## src/rtl/decode_queue_if.sv

```systemverilog
// Signal bundle between fetch (producer), decode_queue, and issue (consumer).
// The slave modport is the queue's own view of the bundle.
interface decode_queue_if #(
    parameter int unsigned DEPTH = 8,
    parameter int unsigned IN_W  = 2,
    parameter int unsigned OUT_W = 2,
    parameter int unsigned CTL_W = 16
);
    localparam int unsigned CW = $clog2(DEPTH + 1);

    logic [IN_W-1:0]              in_valid;
    logic [IN_W-1:0][31:0]        in_instr;
    logic [IN_W-1:0][63:0]        in_pc;
    logic                         in_ready;
    logic [OUT_W-1:0]             out_valid;
    logic [OUT_W-1:0][31:0]       out_instr;
    logic [OUT_W-1:0][63:0]       out_pc;
    logic [OUT_W-1:0][63:0]       out_imm;
    logic [OUT_W-1:0][CTL_W-1:0]  out_ctl;
    logic [OUT_W-1:0]             out_illegal;
    logic                         out_ready;
    logic [CW-1:0]                count;

    modport slave (
        input  in_valid, in_instr, in_pc, out_ready,
        output in_ready, out_valid, out_instr, out_pc, out_imm, out_ctl, out_illegal, count
    );

    modport master (
        output in_valid, in_instr, in_pc, out_ready,
        input  in_ready, out_valid, out_instr, out_pc, out_imm, out_ctl, out_illegal, count
    );
endinterface

```

## src/rtl/decode_queue.sv

```systemverilog
// Multi-lane decode-at-enqueue circular queue between fetch and issue (RV64I+M+Zicsr subset).
// ctl layout: 0 reg_write, 1 mem_access, 2 mem_write, 3 is_imm, 4 branch, 5 jal, 6 jalr,
// 7 word (32-bit ALU op), 8 csr, 9 lui, 10 auipc, 11 mul/div, 14:12 funct3, 15 alt (sub/sra).
module decode_queue #(
    parameter int unsigned DEPTH = 8,
    parameter int unsigned IN_W  = 2,
    parameter int unsigned OUT_W = 2
) (
    input logic           clk,
    input logic           rst_n,
    input logic           flush,
    decode_queue_if.slave bus
);
    localparam int unsigned PW    = $clog2(DEPTH);
    localparam int unsigned CW    = $clog2(DEPTH + 1);
    localparam int unsigned CTL_W = 16;

    localparam logic [CW-1:0] FreeLim  = CW'(DEPTH - IN_W);
    localparam logic [CW-1:0] OutLanes = CW'(OUT_W);

    localparam int unsigned CtlRegWrite = 0;
    localparam int unsigned CtlMem      = 1;
    localparam int unsigned CtlMemWr    = 2;
    localparam int unsigned CtlImm      = 3;
    localparam int unsigned CtlBranch   = 4;
    localparam int unsigned CtlJal      = 5;
    localparam int unsigned CtlJalr     = 6;
    localparam int unsigned CtlWord     = 7;
    localparam int unsigned CtlCsr      = 8;
    localparam int unsigned CtlLui      = 9;
    localparam int unsigned CtlAuipc    = 10;
    localparam int unsigned CtlMul      = 11;
    localparam int unsigned CtlF3       = 12;
    localparam int unsigned CtlAlt      = 15;

    localparam logic [6:0] OpLui    = 7'b0110111;
    localparam logic [6:0] OpAuipc  = 7'b0010111;
    localparam logic [6:0] OpJal    = 7'b1101111;
    localparam logic [6:0] OpJalr   = 7'b1100111;
    localparam logic [6:0] OpBranch = 7'b1100011;
    localparam logic [6:0] OpLoad   = 7'b0000011;
    localparam logic [6:0] OpStore  = 7'b0100011;
    localparam logic [6:0] OpImm    = 7'b0010011;
    localparam logic [6:0] OpImm32  = 7'b0011011;
    localparam logic [6:0] OpReg    = 7'b0110011;
    localparam logic [6:0] OpReg32  = 7'b0111011;
    localparam logic [6:0] OpSystem = 7'b1110011;

    localparam logic [6:0] F7Zero = 7'b0000000;
    localparam logic [6:0] F7Alt  = 7'b0100000;
    localparam logic [6:0] F7Mul  = 7'b0000001;

    typedef struct packed {
        logic             illegal;
        logic [CTL_W-1:0] ctl;
        logic [63:0]      imm;
    } dec_t;

    function automatic dec_t decode(input logic [31:0] ins);
        dec_t        d;
        logic        ok;
        logic        has_f3;
        logic [2:0]  f3;
        logic [6:0]  f7;
        logic [5:0]  f6;
        logic [63:0] imm_i, imm_s, imm_b, imm_u, imm_j, imm_z;
        f3     = ins[14:12];
        f7     = ins[31:25];
        f6     = ins[31:26];
        imm_i  = {{52{ins[31]}}, ins[31:20]};
        imm_s  = {{52{ins[31]}}, ins[31:25], ins[11:7]};
        imm_b  = {{51{ins[31]}}, ins[31], ins[7], ins[30:25], ins[11:8], 1'b0};
        imm_u  = {{32{ins[31]}}, ins[31:12], 12'b0};
        imm_j  = {{43{ins[31]}}, ins[31], ins[19:12], ins[20], ins[30:21], 1'b0};
        imm_z  = {59'b0, ins[19:15]};
        d      = '0;
        ok     = 1'b0;
        has_f3 = 1'b1;
        case (ins[6:0])
            OpLui, OpAuipc: begin
                ok = 1'b1;
                has_f3 = 1'b0;
                d.imm = imm_u;
                d.ctl[CtlRegWrite] = 1'b1;
                d.ctl[CtlImm] = 1'b1;
                d.ctl[CtlLui] = (ins[6:0] == OpLui);
                d.ctl[CtlAuipc] = (ins[6:0] == OpAuipc);
            end
            OpJal: begin
                ok = 1'b1;
                has_f3 = 1'b0;
                d.imm = imm_j;
                d.ctl[CtlRegWrite] = 1'b1;
                d.ctl[CtlJal] = 1'b1;
            end
            OpJalr: begin
                ok = (f3 == 3'b000);
                d.imm = imm_i;
                d.ctl[CtlRegWrite] = 1'b1;
                d.ctl[CtlImm] = 1'b1;
                d.ctl[CtlJalr] = 1'b1;
            end
            OpBranch: begin
                ok = (f3 != 3'b010) && (f3 != 3'b011);
                d.imm = imm_b;
                d.ctl[CtlBranch] = 1'b1;
            end
            OpLoad: begin
                ok = (f3 != 3'b111);
                d.imm = imm_i;
                d.ctl[CtlRegWrite] = 1'b1;
                d.ctl[CtlMem] = 1'b1;
                d.ctl[CtlImm] = 1'b1;
            end
            OpStore: begin
                ok = !f3[2];
                d.imm = imm_s;
                d.ctl[CtlMem] = 1'b1;
                d.ctl[CtlMemWr] = 1'b1;
                d.ctl[CtlImm] = 1'b1;
            end
            OpImm: begin
                // RV64 shift amounts are 6 bits, so the function field is [31:26]
                case (f3)
                    3'b001:  ok = (f6 == 6'b000000);
                    3'b101:  ok = (f6 == 6'b000000) || (f6 == 6'b010000);
                    default: ok = 1'b1;
                endcase
                d.imm = imm_i;
                d.ctl[CtlRegWrite] = 1'b1;
                d.ctl[CtlImm] = 1'b1;
                d.ctl[CtlAlt] = (f3 == 3'b101) && ins[30];
            end
            OpImm32: begin
                ok = (f3 == 3'b000) || ((f3 == 3'b001) && (f7 == F7Zero)) ||
                     ((f3 == 3'b101) && ((f7 == F7Zero) || (f7 == F7Alt)));
                d.imm = imm_i;
                d.ctl[CtlRegWrite] = 1'b1;
                d.ctl[CtlImm] = 1'b1;
                d.ctl[CtlWord] = 1'b1;
                d.ctl[CtlAlt] = (f3 == 3'b101) && ins[30];
            end
            OpReg: begin
                ok = (f7 == F7Zero) || (f7 == F7Mul) ||
                     ((f7 == F7Alt) && ((f3 == 3'b000) || (f3 == 3'b101)));
                d.ctl[CtlRegWrite] = 1'b1;
                d.ctl[CtlMul] = (f7 == F7Mul);
                d.ctl[CtlAlt] = (f7 == F7Alt);
            end
            OpReg32: begin
                ok = ((f7 == F7Zero) && (f3 inside {3'd0, 3'd1, 3'd5})) ||
                     ((f7 == F7Alt) && (f3 inside {3'd0, 3'd5})) ||
                     ((f7 == F7Mul) && (f3 inside {3'd0, 3'd4, 3'd5, 3'd6, 3'd7}));
                d.ctl[CtlRegWrite] = 1'b1;
                d.ctl[CtlWord] = 1'b1;
                d.ctl[CtlMul] = (f7 == F7Mul);
                d.ctl[CtlAlt] = (f7 == F7Alt);
            end
            OpSystem: begin
                // Only CSR ops; register forms carry no immediate (CSR address stays in instr)
                ok = (f3[1:0] != 2'b00);
                d.ctl[CtlRegWrite] = 1'b1;
                d.ctl[CtlCsr] = 1'b1;
                if (f3[2]) begin
                    d.imm = imm_z;
                    d.ctl[CtlImm] = 1'b1;
                end
            end
            default: ok = 1'b0;
        endcase
        if (has_f3) d.ctl[CtlF3 +: 3] = f3;
        if (!ok) d = '0;
        d.illegal = !ok;
        return d;
    endfunction

    logic [31:0]   instr_q [DEPTH];
    logic [63:0]   pc_q    [DEPTH];
    dec_t          dec_q   [DEPTH];
    logic [PW-1:0] head_q, tail_q;
    logic [CW-1:0] count_q;

    logic          in_rdy;
    logic [CW-1:0] n_enq, n_deq;
    logic [PW-1:0] wr_idx [IN_W];
    logic [PW-1:0] rd_idx [OUT_W];
    dec_t          dec_in [IN_W];

    // Ready depends on registered occupancy only, so no path from out_ready
    assign in_rdy = (count_q <= FreeLim);

    always_comb begin
        n_enq = '0;
        for (int j = 0; j < IN_W; j++) begin
            if (bus.in_valid[j]) n_enq = n_enq + CW'(1);
            wr_idx[j] = tail_q + PW'(j);
            dec_in[j] = decode(bus.in_instr[j]);
        end
        if (!in_rdy) n_enq = '0;
        n_deq = '0;
        if (bus.out_ready) n_deq = (count_q < OutLanes) ? count_q : OutLanes;
    end

    always_ff @(posedge clk or negedge rst_n) begin
        if (!rst_n) begin
            head_q  <= '0;
            tail_q  <= '0;
            count_q <= '0;
            for (int i = 0; i < DEPTH; i++) begin
                instr_q[i] <= '0;
                pc_q[i]    <= '0;
                dec_q[i]   <= '0;
            end
        end else if (flush) begin
            head_q  <= '0;
            tail_q  <= '0;
            count_q <= '0;
        end else begin
            if (in_rdy) begin
                for (int j = 0; j < IN_W; j++) begin
                    if (bus.in_valid[j]) begin
                        instr_q[wr_idx[j]] <= bus.in_instr[j];
                        pc_q[wr_idx[j]]    <= bus.in_pc[j];
                        dec_q[wr_idx[j]]   <= dec_in[j];
                    end
                end
            end
            head_q  <= head_q + PW'(n_deq);
            tail_q  <= tail_q + PW'(n_enq);
            count_q <= count_q + n_enq - n_deq;
        end
    end

    always_comb begin
        bus.out_valid   = '0;
        bus.out_instr   = '0;
        bus.out_pc      = '0;
        bus.out_imm     = '0;
        bus.out_ctl     = '0;
        bus.out_illegal = '0;
        for (int i = 0; i < OUT_W; i++) begin
            rd_idx[i]          = head_q + PW'(i);
            bus.out_valid[i]   = (count_q > CW'(i));
            bus.out_instr[i]   = instr_q[rd_idx[i]];
            bus.out_pc[i]      = pc_q[rd_idx[i]];
            bus.out_imm[i]     = dec_q[rd_idx[i]].imm;
            bus.out_ctl[i]     = dec_q[rd_idx[i]].ctl;
            bus.out_illegal[i] = dec_q[rd_idx[i]].illegal;
        end
    end

    assign bus.in_ready = in_rdy;
    assign bus.count    = count_q;
endmodule
```

## src/flat_wrapper.sv

```systemverilog
// flat-port wrapper written by rule: the top's interface ports become plain ports
module decode_queue_flat 
#(
    parameter int unsigned DEPTH = 8,
    parameter int unsigned IN_W  = 2,
    parameter int unsigned OUT_W = 2
)
  (clk, rst_n, flush, bus_in_valid, bus_in_instr, bus_in_pc, bus_out_ready, bus_in_ready, bus_out_valid, bus_out_instr, bus_out_pc, bus_out_imm, bus_out_ctl, bus_out_illegal, bus_count);
  decode_queue_if #(.DEPTH(DEPTH), .IN_W(IN_W), .OUT_W(OUT_W)) bus_i ();
  input logic clk;
  input logic rst_n;
  input logic flush;
  input wire logic [$bits(bus_i.in_valid)-1:0] bus_in_valid;
  input wire logic [$bits(bus_i.in_instr)-1:0] bus_in_instr;
  input wire logic [$bits(bus_i.in_pc)-1:0] bus_in_pc;
  input wire logic [$bits(bus_i.out_ready)-1:0] bus_out_ready;
  output wire logic [$bits(bus_i.in_ready)-1:0] bus_in_ready;
  output wire logic [$bits(bus_i.out_valid)-1:0] bus_out_valid;
  output wire logic [$bits(bus_i.out_instr)-1:0] bus_out_instr;
  output wire logic [$bits(bus_i.out_pc)-1:0] bus_out_pc;
  output wire logic [$bits(bus_i.out_imm)-1:0] bus_out_imm;
  output wire logic [$bits(bus_i.out_ctl)-1:0] bus_out_ctl;
  output wire logic [$bits(bus_i.out_illegal)-1:0] bus_out_illegal;
  output wire logic [$bits(bus_i.count)-1:0] bus_count;
  assign bus_i.in_valid = bus_in_valid;
  assign bus_i.in_instr = bus_in_instr;
  assign bus_i.in_pc = bus_in_pc;
  assign bus_i.out_ready = bus_out_ready;
  assign bus_in_ready = bus_i.in_ready;
  assign bus_out_valid = bus_i.out_valid;
  assign bus_out_instr = bus_i.out_instr;
  assign bus_out_pc = bus_i.out_pc;
  assign bus_out_imm = bus_i.out_imm;
  assign bus_out_ctl = bus_i.out_ctl;
  assign bus_out_illegal = bus_i.out_illegal;
  assign bus_count = bus_i.count;
  decode_queue #(.DEPTH(DEPTH), .IN_W(IN_W), .OUT_W(OUT_W)) u_core (.clk(clk), .rst_n(rst_n), .flush(flush), .bus(bus_i));
endmodule
```

## config.mk

```make
export PLATFORM = sky130hd
export DESIGN_NAME = decode_queue_flat
export DESIGN_NICKNAME = d
export VERILOG_FILES = /design/src/rtl/decode_queue_if.sv /design/src/rtl/decode_queue.sv /design/src/flat_wrapper.sv
export SDC_FILE = /design/constraint.sdc
export NUM_CORES = 2
export LEC_CHECK = 0
export ABC_CLOCK_PERIOD_IN_PS = 9600
export CAP_MARGIN = 20
export CORE_MARGIN = 4
export CORE_UTILIZATION = 60
export DETAILED_ROUTE_END_ITERATION = 7
export DONT_BUFFER_PORTS = 1
export PLACE_DENSITY = 0.76
export RECOVER_POWER = 50
export SLEW_MARGIN = 20
export SYNTH_ARGS = -nofsm -noshare
export SYNTH_HDL_FRONTEND = slang
export SYNTH_SLANG_ARGS = --single-unit
```

## constraint.sdc

```tcl
create_clock -name clk -period 9.6 [get_ports clk]
set_input_delay 2.4 -clock clk [delete_from_list [all_inputs] [get_ports clk]]
set_output_delay 2.4 -clock clk [all_outputs]
set_load 0.1 [all_outputs]
```

==> After elaboration in Yosys (flattened, before gate mapping) <==
Index checks and enable logic that the tools add are counted.
{ "op_classes": {"add_sub_neg": 7, "n_lt_le_gt_ge": 10, "eq_ne": 46, "mux": 94, "bitwise": 5, "reduce_logical": 73} }
{ "ops": {"columns": ["cell", "count"], "rows": [
  ["$mux W648", 4],
  ["$mux W512", 4],
  ["$bwmux W648", 2],
  ["$bwmux W512", 2],
  ["$mux W256", 4],
  ["$pmux W64 S6", 2],
  ["$bwmux W256", 2],
  ["$bmux W81 S3", 2],
  ["$demux W81 S3", 2],
  ["$mux W81", 6],
  ["$bmux W64 S3", 2],
  ["$demux W64 S3", 2],
  ["$mux W64", 6],
  ["$bmux W32 S3", 2],
  ["$demux W32 S3", 2],
  ["$mux W32", 6],
  ["$mux W80", 2],
  ["$eq A7 B6 Y1 const B", 10],
  ["$eq A7 B7 Y1 const B", 8],
  ["$eq A7 B5 Y1 const B", 6],
  ["$eq A3 B3 Y1 const B", 8],
  ["$mux W1", 21],
  ["$mux W4", 5],
  ["$pmux W1 S10", 2],
  ["other kinds (37)", 123]
]} }
{ "word_totals": {"register_bits": 1426, "in_bits": 198, "out_inout_bits": 361} }

==> Longest topological paths before layout <==
{ "depth": {"ltp_word": 13, "depth_mapped": 12} }

==> Worst setup path before layout <==
No wires, ideal clock.
{ "synth_timing": {"kind": "register to output", "startpoint": "reg u_core.count_q[3] (netlist: u_core.bus.count[3])", "endpoint": "out bus_in_ready", "arrival_time_ns": 3.083, "required_time_ns": 7.200, "setup_slack_ns": 4.117, "stages_incl_launch_ff": 5, "cell_sequence": "dfrtp_1 > inv_1 > ha_1 > nand2_1 > mux2i_1"} }
{ "synth_between": {"elab_chain_cells": 1} }
{ "synth_rtl": {"columns": ["item", "line_no", "source"], "rows": [
  ["start: declaration", "decode_queue.sv:181", "logic [CW-1:0] count_q;"],
  ["start signal: assignment", "decode_queue.sv:230", "count_q <= count_q + n_enq - n_deq;"],
  ["$le A4 B3 Y1", "decode_queue.sv:190", "assign in_rdy = (count_q <= FreeLim);"],
  ["end: declaration", "flat_wrapper.sv:17", "output wire logic [$bits(bus_i.in_ready)-1:0] bus_in_ready;"]
]} }
No other way between the ends.

==> Worst setup path after layout <==
{ "layout_timing": {"startpoint": "reg u_core.count_q[3] (netlist: u_core.bus.count[3])", "endpoint": "reg u_core.dec_q[492] in the netlist's numbering"} }
{ "layout_between": {"elab_chain_cells": 2} }
{ "layout_rtl": {"columns": ["item", "line_no", "source"], "rows": [
  ["$le A4 B3 Y1", "decode_queue.sv:190", null],
  ["net bus_in_ready", "flat_wrapper.sv:17", null],
  ["$reduce_and A2 Y1 (no source line)", null, null],
  ["end signal: indexed assignment", "decode_queue.sv:224", "dec_q[wr_idx[j]] <= dec_in[j];"],
  ["end: declaration", "decode_queue.sv:179", "dec_t dec_q [DEPTH];"]
]} }
The timed path passes the listed nets, and every way through them passes these cells.
A chain may end at the register's enable or synchronous reset.

==> key figures <==
Power and ir drop
  – Internal power: 16.4 mW
  – Flop pwr share: 27.6%
  – Clock share of power: 19.0%
  – LEAKAGE: 36.4 nW
  – PnR Total Power: 34.1 mW
  – P_sw: 17.7 mW
  – Max IR drop VDD: 417 uV
  – Switching part of the total: 52.0%
  – Power density over the cells: 391 nW/um^2
  – Power share of the combinational group: 53.4%

STA
  – Tmin final: 8.40 ns
  – Part of the cycle the worst path needs: 87.5%
  – Setup TNS Final: 0 ns
  – Final hold vios: 0
  – PnR worst setup slack: 1.20 ns
  – Slew HR: -206%
  – RSZ-0062 raised after global routing: no
  – Skew final: 0.0384 ns
  – Least-Margin Pin Slew: 4.58 ns
  – # setup viols final: 0
  – Max Clk Rate: 119 MHz
  – Max-slew violation count: 678

Clocking
  – TritonCTS clock tree: yes
  – H-Tree Depth: 4
  – Hold buffer count at cts: 0
  – Clk root buf: clkbuf_16
  – CTS buffer count: 154
  – Clock Tree Buf Depth: 3
  – Clk Latency, worst-skew pair: 0.82 ns
  – Post-CTS setup repair buffer count: 0
  – CTS Sinks: 1426
  – CTS resizes: 0
  – Clock-pin slew on the worst setup and hold paths: 0.06 ns

Finish
  – Share of cells above drive strength 1: 22.6%
  – Commonest non-fill, non-tap cell in the layout: dfrtp_1
  – Area Overhead vs Synth: 7.53%
  – Commonest cells after routing, fill and taps aside: dfrtp_1, nor2_1, mux4_2
  – Fin nets: 6961

Worst setup path
  – WP buf/inv: 3
  – Critical path class: register to register
  – Worst path top cell family by delay: simple AND/OR/NAND/NOR gates
  – Crit path arrival time: 9.11 ns
  – R2R setup slack: 1.20 ns
  – CP required: 10.30 ns
  – Terminus of the critical flop-to-flop path: u_core.dec_q[492]
  – CP endpoint kind: register
  – R2R cell count: 10
  – Critical path launch point type: register
  – Worst R2R Start: u_core.bus.count[3]
  – Crit path largest cell delay: 1.96 ns
  – CP max stage cell: mux2i_1
  – Crit-path cells: inv_1, ha_1, nand2_1, mux2i_1, nor2b_1, buf_12, o21ai_0, buf_4, and2_1, a221o_1
  – Crit-path max FO: 113

Synthesis
  – Synth top area cells: dfrtp_1, mux4_2, mux2_2, o22ai_1, a21oi_1
  – Yosys warns: 0
  – Ys async rst share: 100%
  – Post-synth EDFFs: 0
  – Syn_area_per_cell: 11.0 sq um
  – Yosys top cell by area: dfrtp_1
  – Mapped Area: 81300 sq um
  – Primary FF master, synth: dfrtp_1
  – Post-synthesis instance total: 7378
  – Post-synth top area share: 43.9%
  – Register area share after synthesis: 43.9%
  – Netlist cell types: 73
  – Syn nets: 7591
  – Yosys reg bits: 1426

Floorplan
  – Die height: 376 um
  – Top-level I/O count: 559
  – Placement Rows: 134
  – Core ar.: 134000 sq um
  – Die width: 376 um
  – Full die area: 141000 sq um
  – Effective utilization at floorplan: 60.7%

Global routing
  – Largest net degree at the start of global routing: 207
  – Vias in the first global route: 72234
  – Global-route wire length before repair: 483000 um
  – Overall Global Routing Usage: 46.1%
  – Initial antenna violation count: 16
  – Grt total ovfl: 0

Routing
  – DRT iter0 DRCs: 13986
  – Via count: 72749
  – DR pass1 iterations: 8
  – Routed vias/inst: 8.41
  – Final WL: 332000 um
  – DRC: 53
  – Wire per inst: 38.4 um
  – Antenna-violating nets left: 0

Hold path
  – Hold depth: 1
  – Hold endpoint: u_core.dec_q[436]
  – Worst min-delay path startpoint: u_core.dec_q[436]
  – Worst Hold Class: register to register

Placement
  – Routability Congestion: 0.953
  – Pre-CTS setup slack: 3.46 ns
  – I/O Buffers: 0
  – Post-DP HPWL: 187000 um

Status
  – Violated checks: design-rule violations, max-capacitance violations, max-slew violations
  – Run status: finished, violations left

Run
  – Max-cap violations: 18
[layout make-up]
type | instances | area [sq um]
fill | 9741 | 46600
sequential | 1426 | 35700
timing repair buffer | 156 | 1380
clock inverter | 59 | 851
multi-input combinational | 4992 | 42600
clock buffer | 215 | 4580
tap | 1768 | 2210
inverter | 18 | 67.6
antenna | 15 | 37.5
[cells by family after synthesis]
family	Yosys count	share of synthesized area, %
AO/OA/AOI/OAI	2396	19.3
XOR/XNOR	10	0.108
adder cells (fa/ha/maj)	15	0.268
buffers and inverters	960	4.46
flip-flops	1426	43.9
multiplexers	1065	24.6
AND/OR/NAND/NOR	1506	7.45
[worst reg2reg max path, cell delays in order, from the launching register on]
cell and delay (ns):
dfrtp_1 0.95, inv_1 0.17, ha_1 0.23, nand2_1 0.08, mux2i_1 1.96, nor2b_1 1.74
buf_12 0.55, o21ai_0 1.18, buf_4 0.77, and2_1 0.40, a221o_1 0.26
[worst max path at each step]
stage | start | end | cells past startpoint
global placement | bus_in_instr[2] | u_core.dec_q[565] | 7
detailed placement | bus_in_instr[2] | u_core.dec_q[565] | 7
global route | u_core.bus.count[3] | u_core.dec_q[343] | 11
finish | u_core.bus.count[3] | u_core.dec_q[492] | 10
CTS | u_core.head_q[0] | bus_out_pc[14] | 4
floorplan | u_core.bus.count[3] | bus_in_ready | 4
[cells in the mapped netlist, types with 7 or more instances]
| cell | number |
|---|---|
| a32oi_1 | 93 |
| a221oi_2 | 8 |
| buf_2 | 7 |
| a21o_1 | 267 |
| nand2b_1 | 16 |
| o31ai_1 | 8 |
| and2_1 | 21 |
| a221oi_1 | 56 |
| o211ai_1 | 15 |
| mux4_2 | 708 |
| nor2_1 | 742 |
| o22a_1 | 40 |
| o221ai_1 | 200 |
| nor3_1 | 22 |
| buf_1 | 253 |
| mux2_2 | 354 |
| o22ai_1 | 614 |
| nand4_1 | 7 |
| a2bb2oi_1 | 20 |
| dfrtp_1 | 1426 |
| nand2_1 | 594 |
| clkbuf_1 | 680 |
| nand3_1 | 45 |
| inv_1 | 18 |
| o21ai_0 | 238 |
| a22oi_1 | 140 |
| a221o_1 | 9 |
| o21ai_1 | 10 |
| ha_1 | 11 |
| a21oi_1 | 637 |
| nand3b_1 | 7 |
| nor2b_1 | 17 |
[per-stage QoR]
step                area (sq um)  hold slack [ns]  std cells  util [%]
global route               87400            0.516       8637      65.2
global placement           82100            0.471       8359      61.3
floorplan                  81300            0.461       7378         -
detailed placement         82100            0.481       8359      61.3
CTS                        87500            0.494       8633      65.3
finish                     87400            0.494       8649      65.2
[sequential cells by signal (all words and copies together), names as in the netlist]
signal and cells:
u_core.dec_q 648, u_core.pc_q 512, u_core.tail_q 3, u_core.instr_q 256, u_core.bus.count 4, u_core.head_q 3
[routing by layer]
| metal | GRT usage (%) | vias up | share of wire [%] |
|---|---|---|---|
| met5 | 0.172 | - | 0.040 |
| met4 | 33.0 | 12 | 9.0 |
| met3 | 23.6 | 2137 | 18 |
| met2 | 62.9 | 7760 | 41 |
| met1 | 56.2 | 35838 | 32 |
| li1 | - | 27002 | - |
[power groups by stage]
stage	Sequential, mW	Combinational, mW	Clock (mW)
2_1_floorplan	8.76	14.8	0
3_3_place_gp	9.22	17.5	0
3_5_place_dp	9.35	17.8	0
4_1_cts	9.27	17.8	6.46
5_1_grt	9.52	18.7	6.71
6_report	9.41	18.2	6.49
(Power assumes the default switching activity.)
